File: config.mk
export PLATFORM = sky130hd
export DESIGN_NAME = perf_counter_unit_flat
export DESIGN_NICKNAME = d
export VERILOG_FILES = /design/src/rtl/perf_counter_unit_if.sv /design/src/rtl/perf_counter_unit.sv /design/src/flat_wrapper.sv
export SDC_FILE = /design/constraint.sdc
export NUM_CORES = 1
export LEC_CHECK = 0
export ABC_AREA = 1
export BUFFER_PORTS_ARGS = -buffer_cell sky130_fd_sc_hd__buf_2
export CAP_MARGIN = 15
export CORE_ASPECT_RATIO = 0.6
export CORE_UTILIZATION = 45
export CTS_CLUSTER_SIZE = 40
export DETAILED_ROUTE_END_ITERATION = 7
export GPL_ROUTABILITY_DRIVEN = 1
export PLACE_DENSITY = 0.77
export SYNTH_ARGS = -nofsm -noshare
export SYNTH_HDL_FRONTEND = slang
export SYNTH_SLANG_ARGS = --single-unit
export TNS_END_PERCENT = 10
File: constraint.sdc
create_clock -name clk_i -period 2.3 [get_ports clk_i]
set_input_delay 0.23 -clock clk_i [delete_from_list [all_inputs] [get_ports clk_i]]
set_output_delay 0.23 -clock clk_i [all_outputs]
set_load 0.02 [all_outputs]
File: src/rtl/perf_counter_unit_if.sv
// CSR-side bundle of the performance counter unit: retire strobe, CSR write
// port from writeback, and the registered counter values returned to the CSR file.
interface perf_counter_unit_if #(
  parameter int DWidth = 32,
  parameter int AWidth = 12
);
  logic                  retire_i;
  logic                  csr_we_i;
  logic [1:0]            csr_op_i;
  logic [AWidth-1:0]     csr_addr_i;
  logic [DWidth-1:0]     csr_wdata_i;
  logic [2*DWidth-1:0]   cycle_o;
  logic [2*DWidth-1:0]   instret_o;
  logic [DWidth-1:0]     mcountinhibit_o;

  modport master (
    output retire_i, csr_we_i, csr_op_i, csr_addr_i, csr_wdata_i,
    input  cycle_o, instret_o, mcountinhibit_o
  );

  modport slave (
    input  retire_i, csr_we_i, csr_op_i, csr_addr_i, csr_wdata_i,
    output cycle_o, instret_o, mcountinhibit_o
  );
endinterface

File: src/rtl/perf_counter_unit.sv
// Machine performance counters mcycle / minstret / mcountinhibit with CSR
// write, set and clear support; all outputs are driven straight from flops.
module perf_counter_unit #(
  parameter int DWidth = 32,
  parameter int AWidth = 12
) (
  input  logic             clk_i,
  input  logic             rst_ni,
  perf_counter_unit_if.slave bus
);

  localparam int CWidth = 2 * DWidth;

  typedef enum logic [1:0] {
    OP_WRITE = 2'b00,
    OP_SET   = 2'b01,
    OP_CLEAR = 2'b10,
    OP_NONE  = 2'b11
  } csr_op_e;

  localparam logic [AWidth-1:0] AddrMcycleLo   = AWidth'(12'hB00);
  localparam logic [AWidth-1:0] AddrMcycleHi   = AWidth'(12'hB80);
  localparam logic [AWidth-1:0] AddrMinstretLo = AWidth'(12'hB02);
  localparam logic [AWidth-1:0] AddrMinstretHi = AWidth'(12'hB82);
  localparam logic [AWidth-1:0] AddrInhibit    = AWidth'(12'h320);

  // Only CY (bit 0) and IR (bit 2) exist; everything else is hardwired to zero.
  localparam logic [DWidth-1:0] InhibitMask = DWidth'(5);

  logic [CWidth-1:0] cycle_q, cycle_d;
  logic [CWidth-1:0] instret_q, instret_d;
  logic [DWidth-1:0] inhibit_q, inhibit_d;

  csr_op_e           op;
  logic              wr_valid;
  logic              hit_cy_lo, hit_cy_hi;
  logic              hit_ir_lo, hit_ir_hi;
  logic              hit_inh;
  logic [DWidth-1:0] old_field;
  logic [DWidth-1:0] new_field;

  assign op       = csr_op_e'(bus.csr_op_i);
  assign wr_valid = bus.csr_we_i && (op != OP_NONE);

  // Address decode and selection of the 32-bit field being modified.
  // NOTE: every always_comb output gets a default first so no path leaves it unassigned (no latch).
  always_comb begin
    hit_cy_lo = 1'b0;
    hit_cy_hi = 1'b0;
    hit_ir_lo = 1'b0;
    hit_ir_hi = 1'b0;
    hit_inh   = 1'b0;
    old_field = '0;
    if (wr_valid) begin
      case (bus.csr_addr_i)
        AddrMcycleLo: begin
          hit_cy_lo = 1'b1;
          old_field = cycle_q[DWidth-1:0];
        end
        AddrMcycleHi: begin
          hit_cy_hi = 1'b1;
          old_field = cycle_q[CWidth-1:DWidth];
        end
        AddrMinstretLo: begin
          hit_ir_lo = 1'b1;
          old_field = instret_q[DWidth-1:0];
        end
        AddrMinstretHi: begin
          hit_ir_hi = 1'b1;
          old_field = instret_q[CWidth-1:DWidth];
        end
        AddrInhibit: begin
          hit_inh   = 1'b1;
          old_field = inhibit_q;
        end
        default: ;
      endcase
    end
  end

  always_comb begin
    new_field = old_field;
    case (op)
      OP_WRITE: new_field = bus.csr_wdata_i;
      OP_SET:   new_field = old_field | bus.csr_wdata_i;
      OP_CLEAR: new_field = old_field & ~bus.csr_wdata_i;
      default:  new_field = old_field;
    endcase
  end

  // A write to either half replaces that half only and suppresses the increment;
  // inhibit is taken from the pre-edge register so a 0x320 write acts a cycle later.
  always_comb begin
    cycle_d = cycle_q;
    if (hit_cy_lo) begin
      cycle_d[DWidth-1:0] = new_field;
    end else if (hit_cy_hi) begin
      cycle_d[CWidth-1:DWidth] = new_field;
    end else if (!inhibit_q[0]) begin
      cycle_d = cycle_q + CWidth'(1);
    end
  end

  always_comb begin
    instret_d = instret_q;
    if (hit_ir_lo) begin
      instret_d[DWidth-1:0] = new_field;
    end else if (hit_ir_hi) begin
      instret_d[CWidth-1:DWidth] = new_field;
    end else if (!inhibit_q[2]) begin
      instret_d = instret_q + CWidth'(bus.retire_i);
    end
  end

  assign inhibit_d = hit_inh ? (new_field & InhibitMask) : inhibit_q;

  // NOTE: state uses non-blocking assignments so all flops update from pre-edge values.
  // NOTE: these are a handful of control registers, so all of them take the async reset.
  always_ff @(posedge clk_i or negedge rst_ni) begin
    if (!rst_ni) begin
      cycle_q   <= '0;
      instret_q <= '0;
      inhibit_q <= '0;
    end else begin
      cycle_q   <= cycle_d;
      instret_q <= instret_d;
      inhibit_q <= inhibit_d;
    end
  end

  assign bus.cycle_o         = cycle_q;
  assign bus.instret_o       = instret_q;
  assign bus.mcountinhibit_o = inhibit_q;

endmodule

File: src/flat_wrapper.sv
// flat-port wrapper written by rule: the top's interface ports become plain ports
module perf_counter_unit_flat 
#(
  parameter int DWidth = 32,
  parameter int AWidth = 12
)
  (clk_i, rst_ni, bus_retire_i, bus_csr_we_i, bus_csr_op_i, bus_csr_addr_i, bus_csr_wdata_i, bus_cycle_o, bus_instret_o, bus_mcountinhibit_o);
  perf_counter_unit_if #(.DWidth(DWidth), .AWidth(AWidth)) bus_i ();
  input  logic clk_i;
  input  logic rst_ni;
  input wire logic [$bits(bus_i.retire_i)-1:0] bus_retire_i;
  input wire logic [$bits(bus_i.csr_we_i)-1:0] bus_csr_we_i;
  input wire logic [$bits(bus_i.csr_op_i)-1:0] bus_csr_op_i;
  input wire logic [$bits(bus_i.csr_addr_i)-1:0] bus_csr_addr_i;
  input wire logic [$bits(bus_i.csr_wdata_i)-1:0] bus_csr_wdata_i;
  output wire logic [$bits(bus_i.cycle_o)-1:0] bus_cycle_o;
  output wire logic [$bits(bus_i.instret_o)-1:0] bus_instret_o;
  output wire logic [$bits(bus_i.mcountinhibit_o)-1:0] bus_mcountinhibit_o;
  assign bus_i.retire_i = bus_retire_i;
  assign bus_i.csr_we_i = bus_csr_we_i;
  assign bus_i.csr_op_i = bus_csr_op_i;
  assign bus_i.csr_addr_i = bus_csr_addr_i;
  assign bus_i.csr_wdata_i = bus_csr_wdata_i;
  assign bus_cycle_o = bus_i.cycle_o;
  assign bus_instret_o = bus_i.instret_o;
  assign bus_mcountinhibit_o = bus_i.mcountinhibit_o;
  perf_counter_unit #(.DWidth(DWidth), .AWidth(AWidth)) u_core (.clk_i(clk_i), .rst_ni(rst_ni), .bus(bus_i));
endmodule
# [After elaboration in Yosys (flattened, before gate mapping)]
# Cells that the tools add are included.
[word_totals] wordCells=53 inputBits=50 ff_bits=130 out_inout_bits=160
[op_classes] bitwise=5 eq_ne=14 addsub=2 n_reduce_logical=6 n_mux=21
[op_table] operator="32-bit 2-to-1 mux" count=7
[op_table] operator="32-bit one-hot mux with 5 select lines" count=1
[op_table] operator="64-bit 2-to-1 mux" count=2
[op_table] operator="32-bit one-hot mux with 3 select lines" count=1
[op_table] operator="64-bit by 1-bit adder with 64-bit output" count=1
[op_table] operator="64-bit by 1-bit adder with 64-bit output, second input constant" count=1
[op_table] operator="12-bit equality test, second input constant" count=4
[op_table] operator="32-bit bitwise AND" count=1
[op_table] operator="32-bit inverter" count=1
[op_table] operator="32-bit OR" count=1
[op_table] operator="12-bit by 10-bit equality test with 1-bit output, second input constant" count=1
[op_table] operator="1-bit 2-to-1 mux" count=10
[op_table] operator="2-bit inequality test, second input constant" count=5
[op_table] operator="2-bit AND reduction" count=4
[op_table] operator="2-bit by 1-bit inequality test with 1-bit output, second input constant" count=2
[op_table] operator="2-bit by 1-bit equality test with 1-bit output, second input constant" count=1
[op_table] operator="2-bit equality test, second input constant" count=1
[op_table] operator="2-bit logical NOT" count=1
[op_table] operator="1-bit inverter" count=2
[op_table] operator="1-bit logical AND" count=1

# [Longest topological paths before layout]
[depth] depth_word=6 mapped_depth=13 depth_no_buf=13

# [Worst setup path after synthesis]
# OpenSTA, ideal clock, no wires.
[synth_timing] path_kind="reg2reg" from="register u_core.instret_q[0], in the netlist u_core.bus.instret_o[0]" to="register u_core.instret_q[62], in the netlist u_core.bus.instret_o[62]" path_stages_with_launch=13 period_less_slack_ps=2008 path_slack_ps=292 arrival_ps=1891 setup_time_ps=118 n_path_buf=0 required_time_ps=2182 cell_sequence="dfrtp_1 > ha_1 > ha_1 > nand3_2 > nor2_1 > nand2_1 > nor2_2 > and2_1 > nand2_1 > nand2_1 > nand3_1 > nand3_1 > nand2_1"
[synth_between] elab_chain_len=3
[synth_lines] item="start, declared" line_no="perf_counter_unit.sv:31" source="logic [CWidth-1:0] instret_q, instret_d;"
[synth_lines] item="start signal, assigned" line_no="perf_counter_unit.sv:126" source="instret_q <= instret_d;"
[synth_lines] item="64-bit by 1-bit adder with 64-bit output" line_no="perf_counter_unit.sv:111" source="instret_d = instret_q + CWidth'(bus.retire_i);"
[synth_lines] item="64-bit 2-to-1 mux" line_no="perf_counter_unit.sv:110" source="end else if (!inhibit_q[2]) begin"
[synth_lines] item="32-bit 2-to-1 mux" line_no="perf_counter_unit.sv:108" source="end else if (hit_ir_hi) begin"
# Every way passes these cells. The select of a mux whose other input is x is not followed.
# A chain may end at the register's enable or synchronous reset.

# [Worst setup path in the final report]
[layout_timing] from="register u_core.cycle_q[21], in the netlist u_core.bus.cycle_o[21]" to="register u_core.cycle_q[59], in the netlist u_core.bus.cycle_o[59]"
[layout_between] elab_chain_len=3
[layout_lines] item="start, declared" line_no="perf_counter_unit.sv:30" source="logic [CWidth-1:0] cycle_q, cycle_d;"
[layout_lines] item="start signal, assigned" line_no="perf_counter_unit.sv:125" source="cycle_q <= cycle_d;"
[layout_lines] item="64-bit by 1-bit adder with 64-bit output" line_no="perf_counter_unit.sv:100" source="cycle_d = cycle_q + CWidth'(1);"
[layout_lines] item="64-bit 2-to-1 mux" line_no="perf_counter_unit.sv:99" source="end else if (!inhibit_q[0]) begin"
[layout_lines] item="32-bit 2-to-1 mux" line_no="perf_counter_unit.sv:97" source="end else if (hit_cy_hi) begin"
# Every way passes these cells. The select of a mux whose other input is x is not followed.

==> flow_summary.toml <==
[clock_network]
cts_tree = "done"
insertion_delay_ns = 0.46
cts_setup_buffers = 0
cts_sinks = 130
htreeDepth = 4
path_clk_slew_ns = 0.07
cts_buffer_depth = 2
cts_root_buffer = "clkbuf_16"
cts_made_buffers = 17

[timing]
whs_ns = 0.113
fin_skew_ns = 0.0132
relSlewSlack = 0.474
fin_crit_sh = 1.02
fin_crit_ns = 2.34
slew_viol_final = 0
grt_setup_unrepaired = "true"
setup_viol = 2
fin_tns_setup_ns = -0.0717
fmax_ghz = 0.427
setup_ws_ns = -0.0409
timing.final.hold_violations = 0
worst_pin_slew_ns = 0.788

[floorplan]
die_h_um = 130
io-pin-count = 210
core_area_um2 = 26700
start_util = 0.462
rows = 46
die_x_um = 216
die-area_um2 = 28100

[global_route]
track_usage = 0.474
grt_pass1_wl_um = 95800
antenna_found_initial = 0
grt.overflow.total = 0
grt_max_degree = 43
grt_pass1_vias = 14700

[yosys]
syn-instance-count = 2062
synthTopCellsByArea = "dfrtp_1, nand2_1, nand3_1"
syn_avg_cell_area_um2 = 5.99
async_flop_share = 1.00
yosys_warnings = 0
yosysUniqueCellTypes = 46
yosysSeqAreaShare = 0.263
netlist.area_leader.share = 0.263
synth_area_leader_cell = "dfrtp_1"
synth_edf_count = 0
synth_area_um2 = 12300
synth_ff_type = "dfrtp_1"
ys_ff_latch = 130

[power_and_ir_drop]
p_seq_frac = 0.354
swShare = 0.373
ir_drop_uv = 402
power.density_nw_per_um2 = 487
p_leak_uw = 0.00780
power_frac_comb = 0.245
switchingPower_uw = 2800
intPower_uw = 4710
clkPwrFrac = 0.401

[layout]
fillCellCount = 2754
layout.nets = 2439
drive_above_1_share = 0.206
stdcell_count = 2759
synthToLayoutAreaGrowth_pct = 24.8
antenna_cells = 0
fin_area_um2 = 15400

[place]
dp.cells = 2726
dpl_cell_area_um2 = 14700
routabilityCongestion = 1.12
dp_slack_ns = -0.00457
io_buffers = 179
hpwl_um = 54900

[setup_path]
worst_setup_path_start_kind = "flop"
max_stage_delay_ns = 0.60
cp.arrival_ns = 2.69
critPathKind = "flop to flop"
critPathMaxFanout = 3
slowest_stage = "dfrtp_1"
path_cells = "nand2_1 -> inv_1 -> nand3_1 -> nor2_1 -> nand2_1 -> nor2_1 -> buf_4 -> nand3_1 -> nand2_1 -> nand3_1 -> nand3_1 -> nand2_1"
end_kind = "flop"
cp_data_required_time_ns = 2.65

[routing]
dr.first_iter.drc_count = 3016
final_antenna_net_count = 0
vias = 16800
drc = 0
wl_um = 67800
wl_per_cell_um = 24.6
dr.pass1.iters = 6
vias_per_cell = 6.10

[outcome]
status = "finished, violations left"
violations = "setup timing"

[run]
drv_cap = 0

[hold_path]
min_path_type = "input pin to flop"
power by group through the flow:
stage / clock network (µW) / registers [µW] / logic (µW)
floorplan: 0 / 2770 / 863
global placement: 0 / 2680 / 1710
detailed placement: 0 / 2680 / 1730
CTS: 2980 / 2640 / 1740
global route: 3050 / 2670 / 1930
finish: 3010 / 2660 / 1840
critical path, delay by kind of cell (launching register included):
kind                   cells  cell delay, ns
and+or+nand+nor           10            1.29
DFF                        1            0.60
buffers and inverters      2            0.32
placed cells by master, fill, tap and decap left out, types with 3 or more instances in the layout:
master	synthesis	final
buf_4	40	189
a21oi_1	7	7
conb_1	1	30
inv_4	5	5
bufinv_16	0	3
xor2_1	35	35
o21ai_1	31	31
a22oi_1	7	7
o211ai_1	6	6
nand3_1	357	356
a22oi_2	6	6
inv_2	19	19
nor2_2	9	16
nor3_2	2	5
nor2_4	11	13
a211oi_1	27	27
xnor2_1	10	10
nand3b_1	3	3
clkinvlp_4	0	4
nand4_1	65	65
nand2_1	704	703
dfrtp_1	130	128
clkbuf_16	0	17
and2_1	5	5
nor2_8	3	3
nor2_1	213	204
nor3_1	48	44
inv_1	159	159
nand2_4	5	5
nand2_2	7	8
ha_1	3	3
buf_12	0	4
o21ai_0	72	72
buf_2	22	178
metal layers:
layer | track usage | routed length (µm) | up-vias
li1 | - | - | 7370
met1 | 0.671 | 28000 | 7825
met2 | 0.611 | 24800 | 1478
met5 | 0.0567 | 222 | -
met4 | 0.127 | 1680 | 4
met3 | 0.239 | 13000 | 148
registers in the layout, indices dropped and copies added (netlist names):
register,cells
u_core.bus.cycle_o,64
u_core.bus.instret_o,64
u_core.bus.mcountinhibit_o,2
final cells by class:
type / instances / area [µm²] / share of cell area
Sequential cell: 130 / 3260 / 0.211
Inverter: 183 / 699 / 0.0454
Multi-Input combinational cell: 1681 / 7980 / 0.518
Tap cell: 360 / 450 / 0.0292
Timing Repair Buffer: 373 / 2410 / 0.156
Clock inverter: 12 / 156 / 0.0101
Clock buffer: 20 / 457 / 0.0296
kinds of logic (layout without fill, tap and decap cells):
group	Yosys count	count (layout)	synth area share
compound gates	163	163	0.0807
xor+xnor	45	45	0.0319
fa+ha+maj	3	3	0.00304
buf+inv	280	588	0.104
flops	130	130	0.263
other cells	1	30	0.000304
simple gates	1440	1440	0.516
Yosys cell counts, types with 7 or more instances:
master    number
inv_1        159
dfrtp_1      130
o21ai_0       72
buf_2         22
buf_1          9
xor2_1        35
xnor2_1       10
nand4_1       65
nor3_1        48
nor2_2         9
clkbuf_1      20
inv_2         19
o21ai_1       31
a22oi_1        7
a211oi_1      27
a21oi_1        7
buf_4         40
nor2_4        11
nand3_1      357
nand2_1      704
nor2_1       213
nand2_2        7
path summary, 6_finish.rpt:
| path | startpoint | end | slack (ns) | cells after the start |
|---|---|---|---|---|
| min in group asynchronous | rst_ni | u_core.bus.cycle_o[51]$_DFFE_PN0P_ | 0.26 | 2 |
| hold / removal | bus_retire_i | u_core.bus.instret_o[0]$_DFFE_PN0P_ | 0.11 | 4 |
| max in group asynchronous | rst_ni | u_core.bus.instret_o[29]$_DFFE_PN0P_ | 1.24 | 3 |
| hold reg to reg | u_core.bus.instret_o[35]$_DFFE_PN0P_ | u_core.bus.instret_o[35]$_DFFE_PN0P_ | 0.57 | 2 |
| setup reg to reg | u_core.bus.cycle_o[21]$_DFFE_PN0P_ | u_core.bus.cycle_o[59]$_DFFE_PN0P_ | -0.04 | 12 |
| setup / recovery | u_core.bus.cycle_o[21]$_DFFE_PN0P_ | u_core.bus.cycle_o[59]$_DFFE_PN0P_ | -0.04 | 12 |
metrics by stage:
step                      utilization  total power (µW)
after floorplan                     -              3630
after global placement          0.551              4390
after detailed placement        0.551              4410
after CTS                       0.575              7370
after global routing            0.577              7650
final                           0.577              7510
repair_timing:
action	CTS	global route
endpoints found under the setup margin	1	21
pin swaps	0	0
hold endpoints to repair	37	0
resized for setup	1	18
hold buffers	1	0
Power figures use the tool's default switching activity.
